[src/rtl/pwm_pkg.sv]
// Shared PWM definitions: ramp FSM states and default duty/period sizing.
// Latency: n/a (types and constants only).
// Backpressure: n/a; the defaults keep this stage and the PWM counter in agreement.
package pwm_pkg;

    localparam int DUTY_W_DEF = 6;
    localparam int PERIOD_DEF = 32;

    typedef enum logic [1:0] {
        IDLE      = 2'd0,
        RAMP_UP   = 2'd1,
        RAMP_DOWN = 2'd2,
        HOLD      = 2'd3
    } ramp_state_t;

endpackage

[src/rtl/duty_sync_filter.sv]
// Synchronises an asynchronous duty request and accepts it once it has been stable.
// Latency: a clean change reaches target_filt 2 + STABLE_CYCLES clocks after it appears.
// Backpressure: none; changes lasting fewer than STABLE_CYCLES samples are dropped.
module duty_sync_filter #(
    parameter int DUTY_W        = 6,
    parameter int STABLE_CYCLES = 4
) (
    input  logic              clk_in,
    input  logic              rst,
    input  logic [DUTY_W-1:0] target_in,
    output logic [DUTY_W-1:0] target_filt
);

    localparam int CNT_W = (STABLE_CYCLES > 1) ? $clog2(STABLE_CYCLES) : 1;
    localparam logic [CNT_W-1:0] CNT_LAST = CNT_W'(STABLE_CYCLES - 1);

    logic [DUTY_W-1:0] sync_q1;
    logic [DUTY_W-1:0] sync_q2;
    logic [DUTY_W-1:0] cand_q;
    logic [DUTY_W-1:0] cand_nxt;
    logic [CNT_W-1:0]  stab_cnt;
    logic [CNT_W-1:0]  stab_cnt_nxt;
    logic              differ;

    assign differ = (sync_q2 != cand_q);

    // A differing sample becomes the new candidate and restarts the run; equal samples extend it.
    always_comb begin
        cand_nxt     = differ ? sync_q2 : cand_q;
        stab_cnt_nxt = stab_cnt;
        if (differ) begin
            stab_cnt_nxt = '0;
        end else if (stab_cnt != CNT_LAST) begin
            stab_cnt_nxt = stab_cnt + CNT_W'(1);
        end
    end

    // Two-flop synchroniser; bit skew across the bus is absorbed by the stability filter.
    always_ff @(posedge clk_in or posedge rst) begin
        if (rst) begin
            sync_q1 <= '0;
            sync_q2 <= '0;
        end else begin
            sync_q1 <= target_in;
            sync_q2 <= sync_q1;
        end
    end

    // Track the candidate and publish it once the run reaches STABLE_CYCLES samples.
    always_ff @(posedge clk_in or posedge rst) begin
        if (rst) begin
            cand_q      <= '0;
            stab_cnt    <= '0;
            target_filt <= '0;
        end else begin
            cand_q   <= cand_nxt;
            stab_cnt <= stab_cnt_nxt;
            if (stab_cnt_nxt == CNT_LAST) begin
                target_filt <= cand_nxt;
            end
        end
    end

endmodule

[src/rtl/pwm_duty_ramp.sv]
// Slew-limited duty generator: moves duty_out toward the clamped target by <= STEP per period.
// Latency: duty/state change only on the clock after period_end (counter wrap to 0).
// Backpressure: none; the most recent effective target is used at each boundary.
module pwm_duty_ramp
    import pwm_pkg::*;
#(
    parameter int DUTY_W        = DUTY_W_DEF,
    parameter int PERIOD        = PERIOD_DEF,
    parameter int STEP          = 1,
    parameter int STABLE_CYCLES = 4
) (
    input  logic              clk_in,
    input  logic              rst,
    input  logic              en,
    input  logic [DUTY_W-1:0] target_in,
    output logic [DUTY_W-1:0] duty_out,
    output logic              period_end,
    output logic              ramping,
    output logic              at_target
);

    localparam int CNT_W = (PERIOD > 1) ? $clog2(PERIOD) : 1;
    localparam logic [CNT_W-1:0]  CNT_LAST = CNT_W'(PERIOD - 1);
    localparam logic [DUTY_W-1:0] DUTY_MAX = DUTY_W'(PERIOD);
    localparam logic [DUTY_W:0]   STEP_W   = (DUTY_W + 1)'(STEP);

    ramp_state_t       state;
    ramp_state_t       state_nxt;
    logic [DUTY_W-1:0] target_filt;
    logic [DUTY_W-1:0] tgt_c;
    logic [DUTY_W-1:0] eff;
    logic [CNT_W-1:0]  per_cnt;
    logic [CNT_W-1:0]  per_cnt_nxt;
    logic [DUTY_W:0]   duty_w;
    logic [DUTY_W:0]   eff_w;
    logic [DUTY_W:0]   diff_w;
    logic [DUTY_W:0]   duty_nxt_w;

    duty_sync_filter #(
        .DUTY_W        (DUTY_W),
        .STABLE_CYCLES (STABLE_CYCLES)
    ) u_sync_filter (
        .clk_in      (clk_in),
        .rst         (rst),
        .target_in   (target_in),
        .target_filt (target_filt)
    );

    // PERIOD means 100 % duty; anything above it is clamped. en low forces a soft-stop.
    assign tgt_c     = (target_filt > DUTY_MAX) ? DUTY_MAX : target_filt;
    assign eff       = en ? tgt_c : '0;
    assign at_target = (duty_out == eff);
    assign ramping   = (state == RAMP_UP) || (state == RAMP_DOWN);

    assign per_cnt_nxt = (per_cnt == CNT_LAST) ? '0 : per_cnt + CNT_W'(1);

    // Free-running period counter; period_end is registered so it is high while the count is PERIOD-1.
    always_ff @(posedge clk_in or posedge rst) begin
        if (rst) begin
            per_cnt    <= '0;
            period_end <= 1'b0;
        end else begin
            per_cnt    <= per_cnt_nxt;
            period_end <= (per_cnt_nxt == CNT_LAST);
        end
    end

    assign duty_w = {1'b0, duty_out};
    assign eff_w  = {1'b0, eff};

    // One slew step toward eff, limited to the remaining distance so it never overshoots.
    always_comb begin
        diff_w     = '0;
        duty_nxt_w = duty_w;
        if (duty_w < eff_w) begin
            diff_w     = eff_w - duty_w;
            duty_nxt_w = duty_w + ((diff_w < STEP_W) ? diff_w : STEP_W);
        end else if (duty_w > eff_w) begin
            diff_w     = duty_w - eff_w;
            duty_nxt_w = duty_w - ((diff_w < STEP_W) ? diff_w : STEP_W);
        end
        if (duty_nxt_w < eff_w) begin
            state_nxt = RAMP_UP;
        end else if (duty_nxt_w > eff_w) begin
            state_nxt = RAMP_DOWN;
        end else if (duty_nxt_w == '0) begin
            state_nxt = IDLE;
        end else begin
            state_nxt = HOLD;
        end
    end

    // Duty word and ramp state advance together, only at the period boundary.
    always_ff @(posedge clk_in or posedge rst) begin
        if (rst) begin
            duty_out <= '0;
            state    <= IDLE;
        end else if (period_end) begin
            duty_out <= duty_nxt_w[DUTY_W-1:0];
            state    <= state_nxt;
        end
    end

endmodule

[config.mk]
export PLATFORM = sky130hd
export DESIGN_NAME = pwm_duty_ramp
export DESIGN_NICKNAME = d
export VERILOG_FILES = /design/src/rtl/pwm_pkg.sv /design/src/rtl/duty_sync_filter.sv /design/src/rtl/pwm_duty_ramp.sv
export SDC_FILE = /design/constraint.sdc
export NUM_CORES = 1
export LEC_CHECK = 0
export CAP_MARGIN = 0
export CORE_ASPECT_RATIO = 1.1
export CORE_MARGIN = 2
export CORE_UTILIZATION = 60
export DETAILED_ROUTE_END_ITERATION = 12
export GPL_TIMING_DRIVEN = 0
export PLACE_DENSITY = 0.91
export SLEW_MARGIN = 20
export SYNTH_ARGS = -nofsm -noshare
export SYNTH_HDL_FRONTEND = slang
export SYNTH_SLANG_ARGS = --single-unit
[constraint.sdc]
create_clock -name clk_in -period 5.2 [get_ports clk_in]
set_clock_uncertainty 0.2 [all_clocks]
set_input_delay 1.04 -clock clk_in [delete_from_list [all_inputs] [get_ports clk_in]]
set_output_delay 1.04 -clock clk_in [all_outputs]
set_load 0.05 [all_outputs]
==> run metrics, run 1 <==
outcome=finished, violations left; failing checks=negative setup slack; first-pass GRT wire length=10600 um; FF+latch count, synth=40; Top FF cell, synth=dfrtp_1; asr flop ratio synth=1.00; Crit path max-delay family=simple AND/OR/NAND/NOR gates; Die ar.=0.00530 sq mm; hpwl dp=approximately 4400 um; Post-Synthesis Cells=298; slowest stage delay, CP=roughly 0.44 ns; Setup violations, final=1; Nets=395; max_cap viols=0; Final Max Tran Viols=0; simple logic cell fraction of the synthesized area=0.170; number of buffers created by CTS=5; finished layout cell area=0.00355 sq mm; Fin. Hold Viols=0; register share of total power=0.353; CTS root buffer=clkbuf_8; area added between synthesis and finish=25.0%; mapped cell area=~0.0028 sq mm; initial antenna violation count=0; fmax=~190 MHz; cell count after placement=382; Final WS setup=-0.0440 ns; IO buf count=17; Commonest cells post-synth=dfrtp_1, nor2_1, ha_1; Reg clk slew, reported paths=0.08 ns; combinational share of power=0.362; share of the synthesized area in the top cell type=0.352; Vias/cell=5.91; crit path time final=5.24 ns; Core Region=around 0.0046 sq mm; Clock Latency Late Sink=0.30 ns; all-layer global routing usage=0.250; worst-path cell chain=buf_6, nor2b_4, nand2_4, ha_4, fa_2, nand2b_4, a21oi_4, mux2_4, nor4_4, nand2b_4, fa_1, mux2i_2, ha_1, nor2b_4, o21a_1, o21a_1, o21ai_1, nand2b_1, a21oi_2, nand3_2, o21ai_2, a21oi_2; global route overflow=0; vias=roughly 2400; largest family of logic cells by synthesized area=simple AND/OR/NAND/NOR gates; Setup CP Type=in -> reg; CP Buf/Inv Count=1; Yosys warnings=0; Chip Height=76.2 um; most common cell in the netlist=dfrtp_1; share of cells above drive strength 1=0.214; CP endpoint kind=flop; sw power=315 uW; Worst EP required=5.18 ns; Final Wtd Congestion=approximately 0.9; clock sinks=40; headroom to the max-slew limit=0.466; wire per inst=around 17 um; internal power=645 uW; drc violations=0; critical path arrival=about 5.2 ns; placed inst area=0.00314 sq mm; CP Launch Type=primary input; Sw Ratio=0.328; crit path max-delay cell type=fa_1; Compound-Gate Fraction of Synth Area=0.145; Tcrit/Tclk final=1.01; Post-Synth Adder-Cell Area=0.169; Die X=69.6 um; non-filler cells, final=407; Clock power frac=0.285; total I/O pin count=18; Critical Path Fanout Max=4; Cell variety after synth=50; number of DRC markers in iteration 0=233; # rows=26; Slew @ Worst Pin=0.799 ns; H-tree levels=2; Clock Path Buffers=2; WHS=between 0.15 and 0.2 ns; post-synthesis mux area share=0.0449; Mapped Avg Cell Area=9.53 sq um; register area share after synthesis=0.352; main area contributors after synthesis=dfrtp_1, ha_1, nor2_1; Ant. Diodes=0; Max VDD drop=259 uV; Core Util, Final=0.774; Starting Density=0.619; EDFF count, synth=0; Routed Antenna Nets=0; RSZ-0062 raised after global routing=true; HP Class=reg -> reg; xor/xnor share of the synthesized area=0.0648; Pleak=1.67 nW; First-pass DRT Iterations=6; R2R setup slack=0.36 ns; DRT Wirelength=6790 um; vias in the first global route=between 2000 and 2500; leading area contributor after synthesis=dfrtp_1; CTS tree=done; pwr/cell area=270 mW/mm^2; post-place setup slack=-0.990 ns; largest net degree at the start of global routing=41
## sequential cells by signal, summed over array words and instances (netlist names)
signal / flops
duty_out: 6
u_sync_filter.cand_q: 6
u_sync_filter.sync_q1: 6
u_sync_filter.sync_q2: 6
u_sync_filter.target_filt: 6
per_cnt: 5
state: 2
u_sync_filter.stab_cnt: 2
period_end: 1
## metrics by stage
stage | power, mW | TNS, ns
global placement | 0.618 | -1.65
detailed placement | 0.627 | -1.86
floorplan | 0.559 | 0
finish | 0.960 | -0.0440
CTS | 0.913 | 0
global route | 1.01 | -0.289
## cells in the final DEF, fill, tap and decap left out, types with 3 or more instances in the layout
cell / n
nand2b_1: 5
nand4_1: 3
mux2_2: 6
clkbuf_8: 7
nor3_1: 3
buf_6: 4
inv_1: 17
nor2_1: 31
dfrtp_1: 40
a21oi_1: 15
nand3_1: 8
and2_1: 3
a21oi_2: 4
o21ai_1: 4
clkdlybuf4s50_1: 16
o21a_1: 4
clkbuf_1: 7
xor2_1: 12
o21ai_0: 11
ha_1: 30
nand2_1: 17
a21o_1: 6
xnor2_1: 8
conb_1: 13
and3_1: 3
o21ai_2: 3
buf_4: 18
nand2b_4: 3
## power groups by stage
stage	combinational (mW)	clock, mW	sequential (mW)
floorplan	0.207	0	0.352
global placement	0.275	0	0.344
detailed placement	0.283	0	0.345
CTS	0.298	0.276	0.339
global route	0.377	0.296	0.340
finish	0.347	0.274	0.339
## area by class of cell
class                           count  area [sq um]
Multi-Input combinational cell    237          1900
Fill cell                         292          1040
Sequential cell                    40          1000
Timing Repair Buffer               34           303
Clock buffer                        7          96.3
Inverter                           20          77.6
Buffer                             12          71.3
Tap cell                           56          70.1
Clock inverter                      1          30.0
## final timing paths
path / startpoint / end / cells past startpoint
max: en / state[1] / 22
min: u_sync_filter.sync_q1[5] / u_sync_filter.sync_q2[5] / 0
max reg2reg: u_sync_filter.target_filt[5] / state[1] / 21
min reg2reg: u_sync_filter.sync_q1[5] / u_sync_filter.sync_q2[5] / 0
max in group asynchronous: rst / per_cnt[0] / 2
min in group asynchronous: rst / duty_out[5] / 2
## metal layers
| metal | track usage | up-vias | wire (um) |
|---|---|---|---|
| li1 | - | 1117 | - |
| met1 | 0.290 | 1155 | 2570 |
| met2 | 0.435 | 101 | 3540 |
| met3 | 0.0357 | 31 | 350 |
| met4 | 0.145 | 0 | 334 |
| met5 | 0 | - | 0 |
## repair_timing
item | 4_1_cts | 5_1_grt
resized for setup | 15 | 30
setup endpoints to repair | 2 | 2
hold buffers | 0 | 0
pin swaps | 10 | 20
setup buffers | 7 | 10
## kinds of logic after synthesis
group           Yosys count
buf+inv                  32
compound gates           64
fa+ha+maj                36
simple gates             92
flops                    40
other cells               2
mux                      11
xor+xnor                 21
Power figures use the tool's default switching activity.
==> inputs of run 2 (changes only) <==
--- a/config.mk
+++ b/config.mk
@@ -5,13 +5,14 @@
 export SDC_FILE = /design/constraint.sdc
 export NUM_CORES = 1
 export LEC_CHECK = 0
+export ABC_AREA = 1
 export CAP_MARGIN = 0
 export CORE_ASPECT_RATIO = 1.1
 export CORE_MARGIN = 2
 export CORE_UTILIZATION = 60
 export DETAILED_ROUTE_END_ITERATION = 12
 export GPL_TIMING_DRIVEN = 0
-export PLACE_DENSITY = 0.91
+export PLACE_DENSITY = 0.9
 export SLEW_MARGIN = 20
 export SYNTH_ARGS = -nofsm -noshare
 export SYNTH_HDL_FRONTEND = slang
==> run 2 against run 1 <==
The run now ends clean. Critical path depth rose by 5. Cell area fell by 3.7%. First-iteration DRC count fell by 42%. Critical path type unchanged. Largest cell class unchanged. Highest routed layer unchanged.
==> run metrics, run 2 <==
outcome=finished, final reports clean; Fin. Hold Viols=0 (unchanged); combinational share of power=0.291 (-0.071); hpwl dp=4800 um (+8.8%); first-pass GRT wire length=10800 um (+2.0%); Core Region=0.00472 sq mm (+2.8%); Cell variety after synth=35 (-30%); Final Wtd Congestion=0.842 (-8.7%); total I/O pin count=18 (unchanged); register share of total power=0.413 (+0.060); main area contributors after synthesis=dfrtp_1, ha_1, nand2_1; Critical Path Fanout Max=4 (unchanged); DRT Wirelength=6150 um (-9.3%); asr flop ratio synth=1.00 (unchanged); pwr/cell area=238 mW/mm^2 (-12%); initial antenna violation count=0 (unchanged); fmax=209 MHz (+9.8%); global route overflow=0 (unchanged); number of buffers created by CTS=5 (unchanged); sw power=262 uW (-17%); wire per inst=12.6 um (-25%); CTS tree=done; most common cell after layout, fill and taps aside=nand2_1; Post-Synthesis Cells=397 (+33%); all-layer global routing usage=0.242 (-0.00760); Core Util, Final=0.725 (-0.0489); Filler cells=350 (+20%); H-tree levels=2 (unchanged); Die ar.=0.00557 sq mm (+5.1%); Yosys warnings=0 (unchanged); Final Max Tran Viols=0 (unchanged); EDFF count, synth=0 (unchanged); share of the synthesized area in the top cell type=0.334 (-0.0181); headroom to the max-slew limit=0.487 (+0.0209); Sw Ratio=0.321 (-0.00691); Worst EP required=5.22 ns (+0.04 ns); share of cells above drive strength 1=0.127 (-0.0867); vias=2620 (+9.0%); Post-Route Setup TNS=0 ns (+0.0440 ns); Setup CP Type=in -> reg; crit path time final=4.78 ns (-0.468 ns); clock sinks=40 (unchanged); Ant. Diodes=0 (unchanged); highest-count cells in the layout ignoring fill and taps=nand2_1, inv_1, dfrtp_1, ha_1, nand3_1; Crit path max-delay family=simple AND/OR/NAND/NOR gates; WHS=0.150 ns (-0.00394 ns); area added between synthesis and finish=14.2%; Clock Latency Late Sink=0.29 ns (about the same); HP Class=reg -> reg; Starting Density=0.635 (+0.0155); Tcrit/Tclk final=0.918 (-0.0900); max_cap viols=0 (unchanged); crit path max-delay cell type=fa_2; Reg clk slew, reported paths=0.07 ns (about the same); CP endpoint kind=flop; Chip Height=78.1 um (+2.5%); First-pass DRT Iterations=6 (unchanged); CTS root buffer=clkbuf_8; Top FF cell, synth=dfrtp_1; Pleak=1.79 nW (+7.4%); Slew @ Worst Pin=0.768 ns (-0.0312 ns); CP Launch Type=primary input; leading area contributor after synthesis=dfrtp_1; Max VDD drop=265 uV (+2.5%); # rows=26 (unchanged); IO buf count=17 (unchanged); most common cell in the netlist=nand2_1; Clock power frac=0.296 (+0.011); mapped cell area=0.00299 sq mm (+5.4%); critical path arrival=4.80 ns (-0.42 ns); internal power=553 uW (-14%); CP Buf/Inv Count=3 (+2); Nets=477 (+21%); largest net degree at the start of global routing=41 (unchanged); Mapped Avg Cell Area=7.54 sq um (-21%); Vias/cell=5.36 (-9.3%); Die X=71.4 um (+2.5%); slowest stage delay, CP=0.53 ns (+0.09 ns); RSZ-0062 raised after global routing=false; Setup violations, final=0 (-1); Routed Antenna Nets=0 (unchanged); Commonest cells post-synth=nand2_1, inv_1, dfrtp_1; register area share after synthesis=0.334 (-0.0181); vias in the first global route=2562 (+11%); FF+latch count, synth=40 (unchanged); R2R setup slack=0.67 ns (+0.31 ns); crit-path most repeated cell=nand2_1; number of DRC markers in iteration 0=134 (-42%); Clock Path Buffers=2 (unchanged); drc violations=0 (unchanged)
run 2: cells by family after synthesis:
| group | count (synthesis) | share of synthesized area |
|---|---|---|
| xor gates and xnor gates | 4 | 0.0117 |
| DFF | 40 | 0.334 |
| adders and majority gates | 36 | 0.160 |
| AOI/OAI and AO/OA | 50 | 0.0999 |
| and+or+nand+nor | 180 | 0.279 |
| other | 2 | 0.00251 |
| buffers and inverters | 85 | 0.112 |
run 2: power groups by stage:
stage	Clock [mW]	Combinational [mW]	Sequential, mW
finish	0.242	0.237	0.337
global route	0.262	0.268	0.338
CTS	0.250	0.235	0.336
detailed placement	0	0.233	0.342
global placement	0	0.225	0.341
floorplan	0	0.170	0.348
run 2: per-layer routing:
| metal | GRT usage | vias up | routed length [um] |
|---|---|---|---|
| met3 | 0.0436 | 16 | 321 |
| met4 | 0.0906 | 0 | 143 |
| li1 | - | 1311 | - |
| met1 | 0.298 | 1210 | 2600 |
| met5 | 0 | - | 0 |
| met2 | 0.419 | 83 | 3090 |
run 2: final cells by class:
type	instances	area (sq um)	share of cell area
repair buffers	17	173	0.0505
clock buffers	5	68.8	0.0201
flip-flops and latches	40	1000	0.293
clock inverters	3	42.5	0.0124
well taps	56	70.1	0.0205
inverters	75	282	0.0823
multi-input cells	283	1730	0.506
plain buffers	10	53.8	0.0157
run 2: repair_timing:
item	CTS	global route
hold buffers	0	0
resized for setup	3	9
setup endpoints to repair	2	2
pin swaps	0	0
buffers inserted	0	0
run 2: per-stage QoR:
step | setup WS (ns) | instances | power (mW) | cell area (sq um)
after floorplan | 0.579 | 408 | 0.518 | 3040
after global placement | -0.373 | 481 | 0.566 | 3280
after detailed placement | -0.404 | 481 | 0.575 | 3280
after CTS | 0.0104 | 489 | 0.821 | 3390
after global routing | 0.149 | 489 | 0.868 | 3420
final | 0.424 | 489 | 0.816 | 3420
run 2: worst register-to-register path: cells and delay by family, from the launching register on:
| kind | cells | cell delay, ns |
|---|---|---|
| and+or+nand+nor | 17 | 1.57 |
| adders and majority gates | 4 | 1.33 |
| AOI/OAI and AO/OA | 5 | 0.84 |
| DFF | 1 | 0.38 |
| buffers and inverters | 2 | 0.17 |
run 2: final timing paths:
check / from / to / cells after the start
hold reg to reg: u_sync_filter.sync_q1[3] / u_sync_filter.sync_q2[3] / 0
hold / removal: u_sync_filter.sync_q1[3] / u_sync_filter.sync_q2[3] / 0
min in group asynchronous: rst / u_sync_filter.sync_q1[4] / 2
setup / recovery: en / state[0] / 27
max in group asynchronous: rst / u_sync_filter.target_filt[4] / 2
setup reg to reg: u_sync_filter.target_filt[2] / state[0] / 28
==> inputs of run 3 (changes only) <==
--- a/config.mk
+++ b/config.mk
@@ -12,7 +12,7 @@
 export CORE_UTILIZATION = 60
 export DETAILED_ROUTE_END_ITERATION = 12
 export GPL_TIMING_DRIVEN = 0
-export PLACE_DENSITY = 0.9
+export PLACE_DENSITY = 0.8
 export SLEW_MARGIN = 20
 export SYNTH_ARGS = -nofsm -noshare
 export SYNTH_HDL_FRONTEND = slang
==> run 3 against run 2 <==
Power shrank 6.4%. Register-to-register slack lost 0.04 ns. Non-clock buffer count stayed put. Combinational power hardly changed. Critical path depth shrank 4. Worst setup slack worse by 0.038 ns. Highest routed layer unchanged.
==> run metrics, run 3 (synthesis results as in run 2) <==
crit path max-delay cell type=fa_1; wire per inst=12.4 um (-1.5%); Power, Total=763 uW (-6.4%); Clock Path Buffers=2 (unchanged); Crit path max-delay family=adder cells; worst r2r src=duty_out[1]; Vias/cell=5.26 (-1.7%); crit-path most repeated cell=nand2_1; Die X=71.4 um (unchanged); Tcrit/Tclk final=0.926 (+0.00736); hold_buf cts=0 (unchanged); drc violations=0 (unchanged); Fin. Hold Viols=0 (unchanged); Final Max Tran Viols=0 (unchanged); combinational share of power=0.312 (+0.021); # rows=26 (unchanged); Pleak=1.78 nW (-0.67%); IO buf count=17 (unchanged); Reg clk slew, reported paths=0.07 ns (about the same); crit path time final=4.81 ns (+0.0383 ns); slowest stage delay, CP=0.45 ns (-0.08 ns); Routed Antenna Nets=0 (unchanged); area added between synthesis and finish=13.3%; vias=2569 (-1.9%); CTS tree=done; R2R depth=23 (-18%); highest-count cells in the layout ignoring fill and taps=nand2_1, inv_1, dfrtp_1, ha_1, nand3_1; R2R setup slack=0.63 ns (-0.04 ns); outcome=finished, final reports clean; hpwl dp=4730 um (-1.5%); Max VDD drop=216 uV (-19%); max_cap viols=0 (unchanged); Ant. Diodes=0 (unchanged); Core Region=0.00472 sq mm (unchanged); Starting Density=0.635 (unchanged); critical path arrival=4.84 ns (+0.04 ns); HP Class=reg -> reg; CP Buf/Inv Count=3 (unchanged); Die ar.=0.00557 sq mm (unchanged); Crit. Startpoint=en; DR top layer=met4; reg2reg end=state[0]; total I/O pin count=18 (unchanged); CP endpoint kind=flop; H-tree levels=2 (unchanged); largest net degree at the start of global routing=41 (unchanged); clock sinks=40 (unchanged); fmax=208 MHz (-0.80%); share of cells above drive strength 1=0.125 (-0.00202); Setup violations, final=0 (unchanged); most common cell after layout, fill and taps aside=nand2_1; all-layer global routing usage=0.242 (+0.000469); First-pass DRT Iterations=5 (-1); Clock power frac=0.247 (-0.049); CP Launch Type=primary input; CP Depth=23 (-15%); CTS root buffer=clkbuf_8; Sw Ratio=0.342 (+0.0207); met3 WL post-DR=255 um (-21%); cell count after placement=481 (unchanged); internal power=502 uW (-9.3%); first-pass GRT wire length=10700 um (-0.57%); Final Wtd Congestion=0.930 (+10%); initial antenna violation count=0 (unchanged); Critical Path Fanout Max=4 (unchanged); number of buffers created by CTS=5 (unchanged); register share of total power=0.441 (+0.028); Chip Height=78.1 um (unchanged); setup bufs post-CTS=0 (unchanged); RSZ-0062 raised after global routing=false; global route overflow=0 (unchanged); sw power=261 uW (-0.38%); M1 WL=2630 um (+1.5%); Slew @ Worst Pin=0.770 ns (+0.00178 ns); Nets=477 (unchanged); Worst setup endpoint=state[0]; DRT Wirelength=6050 um (-1.7%); worst-path cell chain=dlymetal6s2s_1, nand2_2, nor2_4, inv_1, fa_1, nor2_1, o21ai_0, nand3_1, nor2_2, nand2_2, nand2_1, fa_1, o21ai_2, xor2_1, o21a_2, inv_1, ha_1, a21o_1, a221oi_1, nand2_1, a21oi_1, nand2_1, nand2_1; Worst EP required=5.23 ns (about the same); number of DRC markers in iteration 0=100 (-25%); pwr/cell area=225 mW/mm^2 (-5.7%); Setup CP Type=in -> reg; non-filler cells, final=488 (-0.20%); routed wl met2=3020 um (-2.4%); vias in the first global route=2520 (-1.6%); headroom to the max-slew limit=0.486 (-0.00119); Clock Latency Late Sink=0.29 ns (about the same)
-- run 3: layout make-up --
type,instances,area (sq um)
Inverter,75,282
Tap cell,56,70.1
Clock buffer,5,68.8
Sequential cell,40,1000
Timing Repair Buffer,17,173
Multi-Input combinational cell,283,1730
Buffer,10,53.8
Fill cell,380,1320
Clock inverter,2,12.5
-- run 3: worst min-delay path by stage --
stage                                        start                        to  slack, ns  depth (start not counted)
after floorplan           u_sync_filter.sync_q1[0]  u_sync_filter.sync_q2[0]       0.13                          0
after global placement    u_sync_filter.sync_q1[2]  u_sync_filter.sync_q2[2]       0.13                          0
after detailed placement  u_sync_filter.sync_q1[0]  u_sync_filter.sync_q2[0]       0.13                          0
after CTS                 u_sync_filter.sync_q1[0]  u_sync_filter.sync_q2[0]       0.15                          0
after global routing      u_sync_filter.sync_q1[5]  u_sync_filter.sync_q2[5]       0.16                          0
final                     u_sync_filter.sync_q1[5]  u_sync_filter.sync_q2[5]       0.15                          0
-- run 3: power groups by stage --
stage                     Sequential [mW]  Combinational (mW)  Clock [mW]
after floorplan                     0.348               0.170           0
after global placement              0.342               0.227           0
after detailed placement            0.342               0.232           0
after CTS                           0.336               0.234       0.196
after global routing                0.338               0.271       0.205
final                               0.336               0.238       0.189
-- run 3: routing by layer --
layer  up-vias  track usage
li1       1316            -
met1      1178        0.302
met2        61        0.418
met3        14       0.0308
met4         0        0.108
met5         -            0
-- run 3: stage by stage --
stage | area [sq um] | setup WS [ns] | hold slack [ns] | setup TNS (ns) | util
3_5_place_dp | 3280 | -0.442 | 0.135 | -0.878 | 0.694
4_1_cts | 3360 | 0.0121 | 0.151 | 0 | 0.712
6_report | 3390 | 0.386 | 0.148 | 0 | 0.719
5_1_grt | 3390 | 0.107 | 0.156 | 0 | 0.719
3_3_place_gp | 3280 | -0.408 | 0.131 | -0.802 | 0.694
2_1_floorplan | 3040 | 0.579 | 0.131 | 0 | -
-- run 3: what timing repair did --
| item | CTS | global route |
|---|---|---|
| endpoints found under the setup margin | 2 | 2 |
| pin swaps | 0 | 0 |
| hold endpoints to repair | 0 | 0 |
| resized for setup | 2 | 10 |
